===== src/rtl/spi_reg_bridge.sv =====
// spi_reg_bridge: byte-protocol controller between spi_slave and the internal
// req/ack register bus. Decodes a command byte (bit7 = read, bits[6:0] = start
// address), issues one bus access per data byte and sequences the spi_slave TX
// holding register (status byte while idle, then read data).
//
// Build option: SPI_REG_BRIDGE_AUTOINC_EN
//   defined     -> address increments after every data byte (wraps at 2**ADDR_WIDTH)
//   not defined -> address stays at the command address for the whole burst
//
// state   | meaning
// --------+----------------------------------------------------------------
// IDLE    | no transaction; push status byte when CS_n high and TX ready
// CMD     | waiting for command byte
// WR_DATA | waiting for next write data byte
// WR_BUS  | bus write outstanding (req=1, we=1) until ack or timeout
// RD_BUS  | bus read outstanding (req=1, we=0) until ack or timeout
// RD_PUSH | waiting for TX holding register to load read data
// RD_WAIT | waiting for shifter to take the byte (tx_ready 0->1), then prefetch

module spi_reg_bridge #(
    parameter int         ADDR_WIDTH = 7,
    parameter int         TIMEOUT    = 255,
    parameter logic [3:0] STATUS_ID  = 4'hA
) (
    input  logic                  i_clk,
    input  logic                  i_rst,
    input  logic [7:0]            i_rx_data,
    input  logic                  i_rx_valid,
    input  logic                  i_cs_n,
    input  logic                  i_tx_ready,
    output logic [7:0]            o_tx_data,
    output logic                  o_tx_valid,
    output logic                  o_bus_req,
    output logic                  o_bus_we,
    output logic [ADDR_WIDTH-1:0] o_bus_addr,
    output logic [7:0]            o_bus_wdata,
    input  logic [7:0]            i_bus_rdata,
    input  logic                  i_bus_ack,
    output logic [1:0]            o_err,
    output logic                  o_active
);

    localparam int TW = $clog2(TIMEOUT + 1);

    typedef enum logic [2:0] {
        IDLE,
        CMD,
        WR_DATA,
        WR_BUS,
        RD_BUS,
        RD_PUSH,
        RD_WAIT
    } state_t;

    state_t                state;
    logic [ADDR_WIDTH-1:0] addr;
    logic [ADDR_WIDTH-1:0] addr_next;
    logic [7:0]            rdata_q;
    logic [TW-1:0]         timer;
    logic                  status_pend;
    logic                  cs_n_q;
    logic                  tx_ready_q;
    logic                  abort;
    logic                  bus_done;

    // Address advance after each data byte; fixed-address mode serves FIFO ports.
`ifdef SPI_REG_BRIDGE_AUTOINC_EN
    assign addr_next = addr + 1'b1;
`else
    assign addr_next = addr;
`endif

    // An access finishes on ack or when the down-counter reaches terminal count;
    // ack on the terminal cycle is treated as a normal completion.
    assign bus_done   = i_bus_ack || (timer == '0);
    assign o_bus_addr = addr;
    assign o_active   = (state != IDLE);

    // Transaction sequencer, bus handshake, TX push and sticky error tracking.
    always_ff @(posedge i_clk or posedge i_rst) begin
        if (i_rst) begin
            state       <= IDLE;
            addr        <= '0;
            rdata_q     <= 8'h00;
            timer       <= '0;
            status_pend <= 1'b1;
            cs_n_q      <= 1'b1;
            tx_ready_q  <= 1'b0;
            abort       <= 1'b0;
            o_tx_data   <= 8'h00;
            o_tx_valid  <= 1'b0;
            o_bus_req   <= 1'b0;
            o_bus_we    <= 1'b0;
            o_bus_wdata <= 8'h00;
            o_err       <= 2'b00;
        end else begin
            cs_n_q     <= i_cs_n;
            tx_ready_q <= i_tx_ready;
            o_tx_valid <= 1'b0;

            case (state)
                IDLE: begin
                    abort <= 1'b0;
                    if (status_pend && i_cs_n && i_tx_ready) begin
                        o_tx_valid  <= 1'b1;
                        o_tx_data   <= {o_err, 2'b00, STATUS_ID};
                        status_pend <= 1'b0;
                    end
                    if (cs_n_q && !i_cs_n) begin
                        state <= CMD;
                    end
                end

                CMD: begin
                    if (i_cs_n) begin
                        state       <= IDLE;
                        status_pend <= 1'b1;
                    end else if (i_rx_valid) begin
                        addr  <= i_rx_data[ADDR_WIDTH-1:0];
                        o_err <= 2'b00;
                        if (i_rx_data[7]) begin
                            state     <= RD_BUS;
                            o_bus_req <= 1'b1;
                            o_bus_we  <= 1'b0;
                            timer     <= TW'(TIMEOUT - 1);
                        end else begin
                            state <= WR_DATA;
                        end
                    end
                end

                WR_DATA: begin
                    if (i_cs_n) begin
                        state       <= IDLE;
                        status_pend <= 1'b1;
                    end else if (i_rx_valid) begin
                        o_bus_wdata <= i_rx_data;
                        state       <= WR_BUS;
                        o_bus_req   <= 1'b1;
                        o_bus_we    <= 1'b1;
                        timer       <= TW'(TIMEOUT - 1);
                    end
                end

                WR_BUS: begin
                    // A byte arriving while the previous write is still pending is lost.
                    if (i_rx_valid) begin
                        o_err[1] <= 1'b1;
                    end
                    if (i_cs_n) begin
                        abort <= 1'b1;
                    end
                    if (bus_done) begin
                        o_bus_req <= 1'b0;
                        if (!i_bus_ack) begin
                            o_err[0] <= 1'b1;
                        end
                        addr <= addr_next;
                        if (abort || i_cs_n) begin
                            state       <= IDLE;
                            status_pend <= 1'b1;
                        end else begin
                            state <= WR_DATA;
                        end
                    end else begin
                        timer <= timer - 1'b1;
                    end
                end

                RD_BUS: begin
                    if (i_cs_n) begin
                        abort <= 1'b1;
                    end
                    if (bus_done) begin
                        o_bus_req <= 1'b0;
                        if (i_bus_ack) begin
                            rdata_q <= i_bus_rdata;
                        end else begin
                            rdata_q  <= 8'h00;
                            o_err[0] <= 1'b1;
                        end
                        if (abort || i_cs_n) begin
                            state       <= IDLE;
                            status_pend <= 1'b1;
                        end else begin
                            state <= RD_PUSH;
                        end
                    end else begin
                        timer <= timer - 1'b1;
                    end
                end

                RD_PUSH: begin
                    if (i_cs_n) begin
                        state       <= IDLE;
                        status_pend <= 1'b1;
                    end else if (i_tx_ready) begin
                        o_tx_valid <= 1'b1;
                        o_tx_data  <= rdata_q;
                        addr       <= addr_next;
                        state      <= RD_WAIT;
                    end
                end

                RD_WAIT: begin
                    // tx_ready rising means the shifter took the byte: prefetch the next one.
                    if (i_cs_n) begin
                        state       <= IDLE;
                        status_pend <= 1'b1;
                    end else if (!tx_ready_q && i_tx_ready) begin
                        state     <= RD_BUS;
                        o_bus_req <= 1'b1;
                        o_bus_we  <= 1'b0;
                        timer     <= TW'(TIMEOUT - 1);
                    end
                end

                default: begin
                    state       <= IDLE;
                    status_pend <= 1'b1;
                    o_bus_req   <= 1'b0;
                end
            endcase
        end
    end

endmodule

===== config.mk =====
export PLATFORM = sky130hd
export DESIGN_NAME = spi_reg_bridge
export DESIGN_NICKNAME = d
export VERILOG_FILES = /design/src/rtl/spi_reg_bridge.sv
export SDC_FILE = /design/constraint.sdc
export NUM_CORES = 1
export LEC_CHECK = 0
export CAP_MARGIN = 20
export CORE_UTILIZATION = 50
export CTS_BUF_LIST = sky130_fd_sc_hd__clkbuf_16
export CTS_CLUSTER_DIAMETER = 200
export CTS_CLUSTER_SIZE = 16
export DETAILED_ROUTE_END_ITERATION = 8
export PLACE_DENSITY_LB_ADDON = 0.08
export SYNTH_ARGS = -nofsm -noshare
export SYNTH_HDL_FRONTEND = slang
export SYNTH_SLANG_ARGS = --single-unit

===== constraint.sdc =====
create_clock -name i_clk -period 2.6 [get_ports i_clk]
set_input_delay 0.39 -clock i_clk [delete_from_list [all_inputs] [get_ports i_clk]]
set_output_delay 0.39 -clock i_clk [all_outputs]
set_load 0.005 [all_outputs]

==> impl_metrics.env, run 1 <==
export IMPL_outcome="finished, violations left"
export IMPL_violations="design-rule violations"
export IMPL_drc=4
export IMPL_p_leak_uw=0.00133
export IMPL_fmax_ghz=0.440
export IMPL_ios=51
export IMPL_cp_num_buf_inv=2
export IMPL_worstPathArrival_ps=1890
export IMPL_via_per_inst=5.60
export IMPL_final_antenna_net_count=0
export IMPL_setup_ws_ps=325
export IMPL_grt_pass1_vias=1712
export IMPL_cts_sink_count=51
export IMPL_post_cts_buffers=0
export IMPL_grt_antenna_before_repair=0
export IMPL_num_vias=1816
export IMPL_die_x_um=71.0
export IMPL_crit_path_max_fanout=21
export IMPL_r2r_start="state[0]"
export IMPL_finalHoldViolations=0
export IMPL_yosys_warnings=0
export IMPL_portBuffers=50
export IMPL_track_usage=0.213
export IMPL_cts_tree="yes"
export IMPL_start_util=0.532
export IMPL_grt_pass1_wl_um=8390
export IMPL_critPathKind="reg -> out"
export IMPL_crit_path_cell_trace="nor3_1 -> inv_1 -> clkdlybuf4s50_1"
export IMPL_setup_tns_final_ps=0
export IMPL_cts_resized_gates=0
export IMPL_synth_cell_area_um2=2380
export IMPL_clock_path_buffers=2
export IMPL_skew_ps=4.29
export IMPL_cts_hold_buf=0
export IMPL_dr_pass1_iters=7
export IMPL_drive_gt1_frac=0.125
export IMPL_critPathMaxStageDelay_ps=600
export IMPL_place_ws_ps=444
export IMPL_synth_seq_area_share=0.537
export IMPL_place_gp_congestion=0.917
export IMPL_startpoint_type="register"
export IMPL_cp_startpoint="state[2]"
export IMPL_finalCriticalPeriod_ps=2280
export IMPL_maxCapViolCount=0
export IMPL_maxSlewViolCount=0
export IMPL_ff2ff_setup_slack_ps=470
export IMPL_setup_viol=0
export IMPL_worstMarginPinSlew_ps=661
export IMPL_synth_flop_cell="dfrtp_1"
export IMPL_overflow=0
export IMPL_critPathRequiredTime_ps=2210
export IMPL_worst_setup_path_end_kind="output pin"
export IMPL_grt_max_degree=52
export IMPL_synthArstFlopShare=1.00
export IMPL_clk_latency_ps=280
export IMPL_area_delta_synth_final_pct=29.0
export IMPL_cts_clk_slew_worst_paths_ps=70
export IMPL_n_fill_cell=366
export IMPL_core_um2=4470
export IMPL_htreeDepth=2
export IMPL_post_route_period_util=0.875
export IMPL_yosysMostFrequentCell="dfrtp_1"
export IMPL_synth_area_leader_cell="dfrtp_1"
export IMPL_syn_avg_cell_area_um2=10.8
export IMPL_ys_types=43
export IMPL_nets=295
export IMPL_wl_per_cell_um=14.9
export IMPL_syn_num_nets=245
export IMPL_rr_worst_depth=5
export IMPL_yosys_area_top_type_share=0.515
export IMPL_reg2reg_to="state[1]"
export IMPL_drt_total_wl_um=4820
export IMPL_synth_edf_count=0
export IMPL_hpwlAfterDp_um=3450
export IMPL_numCtsBuffers=5
export IMPL_drtIter0Drc=113
export IMPL_antenna_cells=0
export IMPL_ctsRootBufferMaster="clkbuf_16"
export IMPL_row_count=24
export IMPL_die_area_um2=5040
export IMPL_synth_seq_cells=51
export IMPL_path_delay_family="buffers and inverters"
export IMPL_synth_top_cells_by_area="dfrtp_1 (52%), mux2_2 (7.6%), nand2_1 (4.6%), a22o_1 (3.7%), o21ai_0 (2.9%)"
export IMPL_peakVddDrop_mv=0.727
export IMPL_p_total_uw=3140
export IMPL_relSlewSlack=0.559
export IMPL_die_h_um=71.0
export IMPL_rsz0062_at_grt="no"
export IMPL_p_per_area_nw_per_um2=1020
export IMPL_yosys_top_cells_count="dfrtp_1 (49), nand2_1 (29), mux2_2 (16), o21ai_0 (14), a22o_1 (10)"
export IMPL_hold_class="in -> async"
export IMPL_syn_instance_count=221
export IMPL_crit_slowest_cell="dfrtp_1"
[logic make-up after synthesis]
kind of cell / synth area share
flip-flops: 0.537
adder cells (fa/ha/maj): 0.0105
buffers and inverters: 0.0310
multiplexers: 0.0946
AND/OR/NAND/NOR: 0.165
AO/OA/AOI/OAI: 0.162
[worst register-to-register path: stages, from the launching register on]
cell and delay (ps):
dfrtp_1 590, nor2_1 340, a21oi_2 170, nor3_2 370, or2_1 210, mux2_2 330
[worst max path at each step]
stage	to	slack [ps]	cells past startpoint
final	o_active	320	3
after floorplan	timer[1]	670	8
after global placement	state[1]	480	6
after global routing	o_active	180	3
after detailed placement	timer[1]	440	5
after CTS	o_active	350	3
[through the flow]
| stage | instance area, µm² | utilization | std cells | hold WS, ps |
|---|---|---|---|---|
| 4_1_cts | 3070 | 0.686 | 324 | 473 |
| 3_3_place_gp | 2930 | 0.654 | 316 | 459 |
| 6_report | 3070 | 0.686 | 324 | 460 |
| 3_5_place_dp | 2930 | 0.654 | 316 | 463 |
| 2_1_floorplan | 2380 | - | 221 | 394 |
| 5_1_grt | 3070 | 0.686 | 324 | 492 |
[per-layer routing]
layer | share of wire | vias to the layer above | wire length [µm] | track usage
met2 | 0.47 | 46 | 2280 | 0.335
met1 | 0.47 | 871 | 2280 | 0.303
li1 | - | 897 | - | -
met4 | 0.0027 | 0 | 13 | 0.0400
met3 | 0.052 | 2 | 251 | 0.0570
met5 | 0 | - | 0 | 0
[layout make-up]
class                           count  area, µm²  area share
Timing Repair Buffer               52        528       0.172
Multi-Input combinational cell    154       1030       0.335
Tap cell                           52       65.1      0.0212
Clock buffer                        5        125      0.0407
Inverter                            7       26.3     0.00856
Sequential cell                    51       1280       0.416
Clock inverter                      3       20.0     0.00652
[cells in the final DEF, fill, tap and decap left out, types with 2 or more instances in the layout]
cell type / count
nand3b_1: 3
nand2b_1: 8
nand2_1: 29
nand4_1: 2
nor3_1: 7
nor3_2: 2
or3_1: 3
o31ai_1: 4
o21bai_1: 2
and2_1: 2
dfrtp_1: 49
dfstp_2: 2
nor2b_1: 2
mux2i_1: 3
o211a_1: 3
ha_1: 2
a31oi_1: 3
a21oi_1: 9
and3_1: 2
o21a_1: 2
nand3_1: 3
o21ai_0: 14
a22o_1: 10
mux2_2: 16
clkdlybuf4s50_1: 50
inv_1: 7
nor2_1: 9
a32oi_1: 2
clkbuf_16: 5
[registers in the layout, summed over array words and instances (netlist names)]
register     cells
o_tx_data        8
o_err            2
rdata_q          8
abort            1
state            3
tx_ready_q       1
timer            8
o_bus_wdata      8
o_tx_valid       1
o_bus_we         1
status_pend      1
cs_n_q           1
o_bus_req        1
o_bus_addr       7
[report_power, final]
part	switching (µW)	internal (µW)	total [µW]	leakage (µW)
combinational	485	705	1190	0.000638
clock	276	356	632	0.0000716
sequential	237	1080	1320	0.000617
total	998	2150	3140	0.00133
Note: power is estimated with default switching activity, not from simulation.
==> inputs of run 2 (changes only) <==
--- a/config.mk
+++ b/config.mk
@@ -6,7 +6,8 @@
 export NUM_CORES = 1
 export LEC_CHECK = 0
 export CAP_MARGIN = 20
-export CORE_UTILIZATION = 50
+export CORE_ASPECT_RATIO = 1.25
+export CORE_UTILIZATION = 49
 export CTS_BUF_LIST = sky130_fd_sc_hd__clkbuf_16
 export CTS_CLUSTER_DIAMETER = 200
 export CTS_CLUSTER_SIZE = 16
==> run 2 against run 1 <==
Net effect: the run now ends clean; sequential share of layout area down 0.20 points; maximum frequency down 1.5%; non-clock buffer count up 4; global-route usage about the same; critical path type unchanged.
==> impl_metrics.env, run 2 (synthesis gave the netlist of run 1 again) <==
export IMPL_ctsRootBufferMaster="clkbuf_16"
export IMPL_finalHoldViolations=0
export IMPL_relSlewSlack=0.515
export IMPL_grt_antenna_before_repair=0
export IMPL_p_per_area_nw_per_um2=1020
export IMPL_place_gp_congestion=0.939
export IMPL_setup_viol=0
export IMPL_drt_total_wl_um=5010
export IMPL_startpoint_type="register"
export IMPL_clock_path_buffers=2
export IMPL_reg2reg_to="state[1]"
export IMPL_die_area_um2=5140
export IMPL_ios=51
export IMPL_cts_clk_slew_worst_paths_ps=60
export IMPL_final_cell_mix="clkdlybuf4s50_1 (50), dfrtp_1 (49), nand2_1 (29)"
export IMPL_die_x_um=64.3
export IMPL_critPathRequiredTime_ps=2210
export IMPL_skew_ps=5.05
export IMPL_finalCriticalPeriod_ps=2310
export IMPL_worst_setup_path_end_kind="output pin"
export IMPL_critPathKind="reg -> out"
export IMPL_crit_path_max_fanout=13
export IMPL_wl_per_cell_um=14.9
export IMPL_track_usage=0.213
export IMPL_numCtsBuffers=5
export IMPL_cts_sink_count=51
export IMPL_htreeDepth=2
export IMPL_post_cts_buffers=0
export IMPL_dr_pass1_iters=4
export IMPL_grt_pass1_vias=1894
export IMPL_worstMarginPinSlew_ps=727
export IMPL_p_leak_uw=0.00134
export IMPL_drive_gt1_frac=0.131
export IMPL_row_count=28
export IMPL_start_util=0.507
export IMPL_dpl_cell_count=328
export IMPL_setup_tns_final_ps=0
export IMPL_final_antenna_net_count=0
export IMPL_area_delta_synth_final_pct=29.7
export IMPL_hp_start="o_tx_data[5]"
export IMPL_num_vias=1874
export IMPL_grt_max_degree=37
export IMPL_hold_class="reg -> reg"
export IMPL_final_common_cell="clkdlybuf4s50_1"
export IMPL_overflow=0
export IMPL_min_to="o_tx_data[5]"
export IMPL_maxSlewViolCount=0
export IMPL_worstPathArrival_ps=1920
export IMPL_whs_path_depth=2
export IMPL_fmax_ghz=0.433
export IMPL_clk_latency_ps=290
export IMPL_antenna_cells=0
export IMPL_rsz0062_at_grt="no"
export IMPL_maxCapViolCount=0
export IMPL_core_um2=4690
export IMPL_outcome="finished clean"
export IMPL_r2r_start="timer[0]"
export IMPL_cts_resized_gates=0
export IMPL_portBuffers=50
export IMPL_rr_worst_depth=7
export IMPL_grt_pass1_wl_um=8290
export IMPL_cts_hold_buf=0
export IMPL_drtIter0Drc=112
export IMPL_via_per_inst=5.59
export IMPL_hpwlAfterDp_um=3690
export IMPL_drc=0
export IMPL_peakVddDrop_mv=0.629
export IMPL_final_core_util=0.657
export IMPL_ff2ff_setup_slack_ps=470
export IMPL_post_route_period_util=0.888
export IMPL_die_h_um=79.9
export IMPL_nets=299
export IMPL_final_cells=335
export IMPL_cts_tree="yes"
[run 2: worst max-delay path, stage by stage, from the launching register on]
cell and delay (ps):
dfrtp_1 510, buf_4 230, nor3_1 280, inv_1 150, clkdlybuf4s50_1 470
[run 2: layout make-up]
class / count / area, µm²
fillers: 409 / 1610
flip-flops and latches: 51 / 1280
multi-input cells: 154 / 1030
repair buffers: 56 / 546
clock buffers: 5 / 125
well taps: 60 / 75.1
inverters: 7 / 26.3
clock inverters: 2 / 7.51
[run 2: routing by layer]
layer  global-route usage  part of all wire  routed length [µm]  vias to the layer above
met3               0.0557             0.062                 309                       15
met5                    0                 0                   0                        -
met1                0.228              0.41                2070                      899
li1                     -                 -                   -                      896
met2                0.378              0.49                2480                       64
met4                0.118             0.031                 153                        0
[run 2: how the worst max path moves through the flow]
| stage | from | endpoint |
|---|---|---|
| 2_1_floorplan | timer[0] | timer[1] |
| 3_3_place_gp | i_cs_n | state[1] |
| 3_5_place_dp | i_bus_ack | timer[1] |
| 4_1_cts | state[0] | o_active |
| 5_1_grt | state[0] | o_active |
| 6_report | state[0] | o_active |
[run 2: where the power goes]
part	leakage, µW	internal (µW)	switching [µW]
clock	0.0000723	344	263
combinational	0.000653	724	521
sequential	0.000617	1090	209
[run 2: stage by stage]
stage	cell area, µm²	hold slack, ps	setup WS, ps	power, µW
2_1_floorplan	2380	394	670	1970
3_3_place_gp	2950	462	482	2530
3_5_place_dp	2950	469	454	2550
4_1_cts	3090	484	300	3170
5_1_grt	3090	519	167	3330
6_report	3090	476	291	3150
